===== config.mk =====
export PLATFORM = sky130hd
export DESIGN_NAME = note_judge
export DESIGN_NICKNAME = d
export VERILOG_FILES = /design/src/rtl/note_judge_pkg.sv /design/src/rtl/note_judge_key_edge_sync.sv /design/src/rtl/note_judge.sv
export SDC_FILE = /design/constraint.sdc
export NUM_CORES = 1
export LEC_CHECK = 0
export ABC_AREA = 1
export BUFFER_PORTS_ARGS = -buffer_cell sky130_fd_sc_hd__buf_2
export CAP_MARGIN = 20
export CORE_UTILIZATION = 40
export CTS_CLUSTER_SIZE = 28
export DETAILED_ROUTE_END_ITERATION = 10
export PLACE_DENSITY = 0.66
export SLEW_MARGIN = 20
export SYNTH_ARGS = -nofsm -noshare
export SYNTH_HDL_FRONTEND = slang
export SYNTH_SLANG_ARGS = --single-unit

===== constraint.sdc =====
create_clock -name clk -period 2.83 [get_ports clk]
set_input_delay 0.1415 -clock clk [delete_from_list [all_inputs] [get_ports clk]]
set_output_delay 0.1415 -clock clk [all_outputs]
set_load 0.005 [all_outputs]

===== src/rtl/note_judge_pkg.sv =====
// Shared encodings for the note lane judge: FSM states and verdict codes.
package note_judge_pkg;

    typedef enum logic [1:0] {
        ST_IDLE = 2'd0,
        ST_PLAY = 2'd1,
        ST_DONE = 2'd2
    } state_t;

    localparam logic [1:0] JUDGE_NONE  = 2'b00;
    localparam logic [1:0] JUDGE_GOOD  = 2'b01;
    localparam logic [1:0] JUDGE_MISS  = 2'b10;
    localparam logic [1:0] JUDGE_WRONG = 2'b11;

endpackage


===== src/rtl/note_judge_key_edge_sync.sv =====
// Two-flop synchroniser for an asynchronous drum key followed by a registered rising-edge pulse.
module key_edge_sync (
    input  logic clk,
    input  logic reset,
    input  logic key_i,
    output logic rise_o
);

    logic sync1_q, sync2_q, last_q, rise_q;

    always_ff @(posedge clk) begin
        if (reset) begin
            sync1_q <= 1'b0;
            sync2_q <= 1'b0;
            last_q  <= 1'b0;
            rise_q  <= 1'b0;
        end else begin
            sync1_q <= key_i;
            sync2_q <= sync1_q;
            last_q  <= sync2_q;
            rise_q  <= sync2_q & ~last_q;
        end
    end

    assign rise_o = rise_q;

endmodule


===== src/rtl/note_judge.sv =====
// Judges drum-key presses against the note on the hit line; keeps score, combo and peak combo.
module note_judge
    import note_judge_pkg::*;
#(
    parameter int NOTES       = 10,
    parameter int SCORE_W     = 16,
    parameter int COMBO_W     = 8,
    parameter int POINTS_GOOD = 10
) (
    input  logic                       clk,
    input  logic                       reset,
    input  logic                       start,
    input  logic                       beat_tick,
    input  logic [NOTES-1:0]           red_sequence,
    input  logic [NOTES-1:0]           yellow_sequence,
    input  logic                       key_red,
    input  logic                       key_yellow,
    output logic                       busy,
    output logic                       done,
    output logic [$clog2(NOTES+1)-1:0] note_index,
    output logic                       judge_valid,
    output logic [1:0]                 judge_code,
    output logic [SCORE_W-1:0]         score,
    output logic [COMBO_W-1:0]         combo,
    output logic [COMBO_W-1:0]         max_combo
);

    localparam int IDX_W = $clog2(NOTES+1);

    function automatic logic [SCORE_W-1:0] sat_score(input logic [SCORE_W-1:0] a);
        logic [SCORE_W:0] s;
        s = {1'b0, a} + (SCORE_W+1)'(POINTS_GOOD);
        return s[SCORE_W] ? {SCORE_W{1'b1}} : s[SCORE_W-1:0];
    endfunction

    function automatic logic [COMBO_W-1:0] sat_inc(input logic [COMBO_W-1:0] a);
        return (a == {COMBO_W{1'b1}}) ? a : a + 1'b1;
    endfunction

    logic red_rise, yel_rise;

    key_edge_sync u_red_sync (
        .clk    (clk),
        .reset  (reset),
        .key_i  (key_red),
        .rise_o (red_rise)
    );

    key_edge_sync u_yel_sync (
        .clk    (clk),
        .reset  (reset),
        .key_i  (key_yellow),
        .rise_o (yel_rise)
    );

    state_t             state_q, state_d;
    logic [NOTES-1:0]   red_sr_q, red_sr_d, yel_sr_q, yel_sr_d;
    logic [IDX_W-1:0]   idx_q, idx_d;
    logic               judged_q, judged_d;
    logic [SCORE_W-1:0] score_q, score_d;
    logic [COMBO_W-1:0] combo_q, combo_d, max_q, max_d;
    logic               jv_q, jv_d;
    logic [1:0]         jc_q, jc_d;

    logic               key_ev, good;
    logic [COMBO_W-1:0] combo_inc;

    always_comb begin
        state_d   = state_q;
        red_sr_d  = red_sr_q;
        yel_sr_d  = yel_sr_q;
        idx_d     = idx_q;
        judged_d  = judged_q;
        score_d   = score_q;
        combo_d   = combo_q;
        max_d     = max_q;
        jv_d      = 1'b0;
        jc_d      = jc_q;
        key_ev    = 1'b0;
        good      = 1'b0;
        combo_inc = sat_inc(combo_q);

        case (state_q)
            ST_IDLE, ST_DONE: begin
                if (start) begin
                    state_d  = ST_PLAY;
                    red_sr_d = red_sequence;
                    yel_sr_d = yellow_sequence;
                    idx_d    = '0;
                    judged_d = 1'b0;
                    score_d  = '0;
                    combo_d  = '0;
                    max_d    = '0;
                end
            end
            ST_PLAY: begin
                // Red wins a same-cycle double press; a red+yellow slot counts as red only.
                if (red_rise) begin
                    key_ev = 1'b1;
                    good   = red_sr_q[0] & ~judged_q;
                end else if (yel_rise) begin
                    key_ev = 1'b1;
                    good   = yel_sr_q[0] & ~red_sr_q[0] & ~judged_q;
                end

                if (key_ev) begin
                    jv_d = 1'b1;
                    if (good) begin
                        jc_d     = JUDGE_GOOD;
                        score_d  = sat_score(score_q);
                        combo_d  = combo_inc;
                        judged_d = 1'b1;
                        if (combo_inc > max_q) max_d = combo_inc;
                    end else begin
                        jc_d    = JUDGE_WRONG;
                        combo_d = '0;
                    end
                end

                // The key above was judged against the pre-shift slot; a GOOD there cancels the MISS.
                if (beat_tick) begin
                    if ((red_sr_q[0] | yel_sr_q[0]) & ~judged_q & ~good) begin
                        combo_d = '0;
                        if (!key_ev) begin
                            jv_d = 1'b1;
                            jc_d = JUDGE_MISS;
                        end
                    end
                    red_sr_d = {1'b0, red_sr_q[NOTES-1:1]};
                    yel_sr_d = {1'b0, yel_sr_q[NOTES-1:1]};
                    idx_d    = idx_q + 1'b1;
                    judged_d = 1'b0;
                    if (idx_q == IDX_W'(NOTES-1)) state_d = ST_DONE;
                end
            end
            default: state_d = ST_IDLE;
        endcase
    end

    always_ff @(posedge clk) begin
        if (reset) begin
            state_q  <= ST_IDLE;
            red_sr_q <= '0;
            yel_sr_q <= '0;
            idx_q    <= '0;
            judged_q <= 1'b0;
            score_q  <= '0;
            combo_q  <= '0;
            max_q    <= '0;
            jv_q     <= 1'b0;
            jc_q     <= JUDGE_NONE;
        end else begin
            state_q  <= state_d;
            red_sr_q <= red_sr_d;
            yel_sr_q <= yel_sr_d;
            idx_q    <= idx_d;
            judged_q <= judged_d;
            score_q  <= score_d;
            combo_q  <= combo_d;
            max_q    <= max_d;
            jv_q     <= jv_d;
            jc_q     <= jc_d;
        end
    end

    assign busy        = (state_q == ST_PLAY);
    assign done        = (state_q == ST_DONE);
    assign note_index  = idx_q;
    assign judge_valid = jv_q;
    assign judge_code  = jc_q;
    assign score       = score_q;
    assign combo       = combo_q;
    assign max_combo   = max_q;

endmodule


==> results of run 1 <==
-- state kept, by name, summed over array words and instances, names as in the netlist, 2 cells and up --
signal      cells
state_q         2
judge_code      2
combo           8
score          16
max_combo       8
yel_sr_q       10
red_sr_q       10
note_index      4
-- path summary, 6_finish.rpt --
kind / from / slack [ns] / endpoint
worst max-delay path: combo[2] / 0.39 / max_combo[3]
worst max register to register: combo[2] / 0.39 / max_combo[3]
worst min-delay path: red_sequence[9] / 0.05 / red_sr_q[9]
worst min register to register: u_yel_sync.last_q / 0.40 / u_yel_sync.rise_o
-- per-stage QoR --
step	power, mW	area (um2)	cells
global placement	1.362	4123	688
floorplan	1.289	3750	533
global route	2.300	4357	706
CTS	2.212	4347	706
detailed placement	1.371	4123	688
finish	2.186	4357	706
-- worst reg2reg max path: cells and delay by family (launching register included) --
family / cells / cell delay (ns)
adder cells (fa/ha/maj): 1 / 0.30
AO/OA/AOI/OAI: 1 / 0.16
AND/OR/NAND/NOR: 11 / 1.19
flip-flops: 1 / 0.48
XOR/XNOR: 1 / 0.22
-- timing repair --
item,4_1_cts,5_1_grt
hold buffers,2,0
resized for setup,0,2
setup endpoints to repair,0,8
endpoints found under the hold margin,2,0
-- logic make-up (layout without fill, tap and decap cells) --
family | count (synthesis) | count (layout) | synth area share
fa+ha+maj | 12 | 12 | 0.04004
buf+inv | 85 | 150 | 0.09543
flops | 70 | 70 | 0.3737
xor+xnor | 10 | 10 | 0.02336
compound gates | 102 | 102 | 0.1562
simple gates | 254 | 254 | 0.3113
-- power groups by stage --
stage	Sequential (mW)	Combinational, mW	Clock [mW]
2_1_floorplan	1.08	0.205	0
3_3_place_gp	1.09	0.274	0
3_5_place_dp	1.09	0.280	0
4_1_cts	1.07	0.283	0.861
5_1_grt	1.07	0.326	0.901
6_report	1.07	0.282	0.837
-- layer usage --
layer | part of all wire | up-vias
li1 | - | 1860
met1 | 0.49 | 1599
met2 | 0.45 | 75
met3 | 0.049 | 5
met4 | 0.0078 | 0
met5 | 0 | -
-- layout by cell type, fill, tap and decap left out, types with 2 or more instances in the layout --
cell type	instances
nor2_1	38
xor2_1	7
dlygate4sd3_1	2
o21ai_1	9
buf_4	4
nand3_4	2
inv_6	3
nand3b_1	2
dfxtp_1	70
nand3_2	4
a31oi_1	18
o21ai_0	26
nor2_8	2
xnor2_1	3
buf_2	66
nor3_1	4
a21oi_1	34
nand3_1	34
clkinvlp_4	2
nand4_1	8
ha_1	12
nand2_1	148
inv_2	4
clkbuf_8	9
a21oi_2	9
inv_1	57
nand2_2	7
-- final cells by class --
cell class                      instances  area [um2]  share of cell area
Clock inverter                          7       80.08             0.01838
Clock buffer                            9       123.9             0.02843
Tap cell                              108       135.1             0.03102
Timing Repair Buffer                   72       380.4             0.08731
Multi-Input combinational cell        378        2001              0.4592
Inverter                               62       235.2             0.05399
Sequential cell                        70        1401              0.3217
==> flow_summary.ini, run 1 <==
[clock_network]
cts_max_level = 3
post_cts_buffers = 0
clock_path_buffers = 2
cts.sinks = 70
cts-root-buf = clkbuf_8
numCtsBuffers = 9
clkTransAtPathRegs_ns = 0.09
cts_tree = done
clock_latency_ns = 0.35

[job]
max-cap-violations = 0

[sta]
fmax_ghz = 0.4098
rsz0062_at_grt = no
fin_tns_setup_ns = 0
max-slew-margin-rel = 0.3608
drv_slew = 0
period_minus_slack_ns = 2.440
hold_viol = 0
fin_crit_sh = 0.8622
worst_slew_pin_slew_ns = 0.9578
whs_ns = 0.04640
finClkSkew_ns = 0.01156
setup_viol = 0
layout_setup_ws_ns = 0.3898

[pwr]
swShare = 0.2887
vdd_drop_max_mv = 0.2931
pwr-share-seq = 0.488
intPower_mw = 1.555
power_switching_uw = 631.1
p_leak_nw = 2.034
power.density_nw_per_um2 = 501.8
power_frac_comb = 0.129
pwr-share-clk = 0.383

[global_routing]
grt_busiest_layer = met2
use_met2 = 0.2996
antenna_found_initial = 0
met1_usage = 0.2444
grt_use_met3 = 0.04894
grt_pass1_wl_mm = 14.59
grt_pass1_vias = 3220
grt_usage = 0.1837
grt_max_degree = 38
gr-total-overflow = 0

[floorplanning]
dieArea_um2 = 9765
top_level_ports = 67
rows = 34
die_w_um = 98.82
die_y_um = 98.82
start_util = 0.4218
core_um2 = 8891

[worst_setup_path]
critPathLaunchType = register
path_cells = nand3_1 -> nor2_1 -> xor2_1 -> nand2_1 -> ha_1 -> a21oi_1 -> nor2_1 -> nor2_1 -> nand2_1 -> nand2_1 -> nand2_2 -> nand3_1 -> nand2_1 -> nor2_1
critPathKind = register to register
slowest_delay_ns = 0.48
cpMaxStageDelayCell = dfxtp_1
critPathArrivalTime_ns = 2.72
crit_fanout = 16
critical_path_depth = 14
end_kind = register
crit_buf_inv = 0
crit_family = simple AND/OR/NAND/NOR gates
cp.required_ns = 3.11
reg2reg_depth = 14

[detailed_routing]
vias = 3539
antenna_left = 0
drt-total-wl_mm = 8.620
wl_per_cell_um = 12.21
viasPerCell = 5.013
drc_errors = 0
first_iter_violations = 184
drt_pre_antenna_iters = 4

[place]
place_congestion = 0.8682
dp_hpwl_mm = 6.070
pre_cts_slack_ns = 0.2103
port_buffers = 66

[logic_synthesis]
syn_inst = 533
synth-seq-cells = 70
yosys.area.top_type = dfxtp_1
synth_top_area_share = 0.3737
yosysMostFrequentCell = nand2_1
avgSynthCellArea_um2 = 7.035
syn_nets = 571
yosysUniqueCellTypes = 38
async_flop_share = 0
seq_area_frac_synth = 0.3737
ys_warn_count = 0
netlist_area_um2 = 3750
synth-edff-count = 0
ys.flop_type = dfxtp_1
synth_common_cells = nand2_1, dfxtp_1, inv_1, nor2_1
synthTopCellsByArea = dfxtp_1, nand2_1, inv_1

[outcome]
run_status = complete, no violations

[layout]
antenna_cells = 0
fillers = 916
area_delta_synth_final_pct = 16.18
drive_gt1_frac = 0.2023
utilization = 0.4900
nets = 631

[worst_hold_path]
min_path_type = input port to register
whs_path_depth = 3
Note: power is estimated with default switching activity, not from simulation.
==> run 2: changes to the inputs <==
- BUFFER_PORTS_ARGS: -buffer_cell sky130_fd_sc_hd__buf_2 -> -buffer_cell sky130_fd_sc_hd__clkbuf_2
==> flow_summary.ini, run 2 (same netlist as run 1, synthesis figures left out) <==
[place]
port_buffers = 66
place_congestion = 0.8782
dp_hpwl_mm = 5.975
place_inst = 688

[sta]
period_minus_slack_ns = 2.535
drv_slew = 0
rsz0062_at_grt = no
hold_viol = 0
worst_slew_pin_slew_ns = 0.9066
fmax_ghz = 0.3944
max-slew-margin-rel = 0.3949
fin_crit_sh = 0.8959
fin_tns_setup_ns = 0
setup_viol = 0
finClkSkew_ns = 0.007668

[worst_setup_path]
crit_family = simple AND/OR/NAND/NOR gates
slowest_delay_ns = 0.42
rr_endpoint = max_combo[5]
critPathKind = register to register
crit_fanout = 16
critPathLaunchType = register
reg2reg_depth = 19
critPathArrivalTime_ns = 2.81
timing.rr.start = combo[0]
end_kind = register
cp.required_ns = 3.11
startpoint = combo[0]
r2r_slack_ns = 0.29
crit_end = max_combo[5]
cpMaxStageDelayCell = dfxtp_1
path_cells = ha_1 -> nand2_1 -> inv_1 -> nand3_2 -> nand2_1 -> nand2_1 -> inv_1 -> ha_1 -> nand2_1 -> nand2_1 -> nand2_1 -> nand2_1 -> nand2_1 -> nand2_1 -> nand2_1 -> nand2_2 -> nand3_1 -> nand2_1 -> nor2_1
crit_buf_inv = 2
critical_path_depth = 19
cp_common_cell = nand2_1

[detailed_routing]
wl_per_cell_um = 11.96
viasPerCell = 4.966
drc_errors = 0
drt-total-wl_mm = 8.441
drt_pre_antenna_iters = 5
antenna_left = 0
first_iter_violations = 140
vias = 3506

[clock_network]
numCtsBuffers = 9
clkTransAtPathRegs_ns = 0.08
cts_max_level = 3
cts_tree = done
cts.sinks = 70
post_cts_buffers = 0
clock_latency_ns = 0.34
clock_path_buffers = 2
cts-root-buf = clkbuf_8

[floorplanning]
die_w_um = 98.82
die_y_um = 98.82
dieArea_um2 = 9765
core_um2 = 8891
start_util = 0.4218
rows = 34
top_level_ports = 67

[layout]
nets = 631
stdcell_count = 706
drive_gt1_frac = 0.2023
largest_reg_flops = 16
layout.cells.most_common = nand2_1
area_delta_synth_final_pct = 17.08
antenna_cells = 0
layout_common_cells = nand2_1, dfxtp_1, clkbuf_2

[pwr]
vdd_drop_max_mv = 0.2525
power.total_mw = 2.337
power.density_nw_per_um2 = 532.2
p_leak_nw = 2.031

[global_routing]
gr-total-overflow = 0
grt_usage = 0.1798
grt_max_degree = 38
antenna_found_initial = 0
grt_pass1_wl_mm = 14.24
grt_pass1_vias = 3085

[job]
max-cap-violations = 0

[outcome]
run_status = complete, no violations

[worst_hold_path]
min_path_type = input port to register
==> run 2: timing repair <==
item / 4_1_cts / 5_1_grt
hold buffers: 2 / 0
hold endpoints to repair: 2 / 0
endpoints found under the setup margin: 0 / 8
resized for setup: 0 / 1
==> run 2: per-layer routing <==
layer	GRT usage	vias up	share of wire
met5	0	-	0
met4	0.06200	0	0.011
met3	0.03404	8	0.053
met2	0.2840	90	0.45
met1	0.2456	1553	0.49
li1	-	1855	-
==> run 2: per-stage QoR <==
stage / setup slack (ns) / hold slack [ns] / util / cell area (um2)
after floorplan: 0.5230 / 0.2485 / - / 3750
after global placement: 0.3571 / 0.3383 / 0.4637 / 4123
after detailed placement: 0.1817 / 0.3370 / 0.4637 / 4123
after CTS: 0.1668 / 0.01750 / 0.4935 / 4388
after global routing: 0.009213 / 0.03588 / 0.4938 / 4390
final: 0.2946 / 0.03114 / 0.4938 / 4390
==> run 2: worst reg2reg max path: stages (launching register included) <==
cell and delay [ns]:
dfxtp_1 0.42, ha_1 0.21, nand2_1 0.11, inv_1 0.13, nand3_2 0.20, nand2_1 0.14, nand2_1 0.08, inv_1 0.06
ha_1 0.23, nand2_1 0.07, nand2_1 0.04, nand2_1 0.05, nand2_1 0.04, nand2_1 0.05, nand2_1 0.04, nand2_1 0.08
nand2_2 0.18, nand3_1 0.13, nand2_1 0.06, nor2_1 0.13
==> run 2: cell type report <==
| cell class | instances | area (um2) |
|---|---|---|
| inverter | 62 | 235.2 |
| sequential | 70 | 1401 |
| clock inverter | 7 | 121.4 |
| fill | 878 | 4501 |
| tap | 108 | 135.1 |
| multi-input combinational | 378 | 1993 |
| timing repair buffer | 72 | 380.4 |
| clock buffer | 9 | 123.9 |
==> run 2: worst min-delay path by stage <==
stage | start | end | slack, ns | depth (start not counted)
floorplan | key_red | u_red_sync.sync1_q | 0.25 | 2
global placement | key_yellow | u_yel_sync.sync1_q | 0.34 | 3
detailed placement | key_yellow | u_yel_sync.sync1_q | 0.34 | 3
CTS | yellow_sequence[9] | yel_sr_q[9] | 0.02 | 3
global route | red_sequence[7] | red_sr_q[7] | 0.04 | 3
finish | yellow_sequence[9] | yel_sr_q[9] | 0.03 | 3
==> run 2: power by group <==
group | switching (mW) | internal (mW)
Combinational | 0.180 | 0.101
Sequential | 0.0320 | 1.04
Clock | 0.398 | 0.590
Total | 0.609 | 1.73
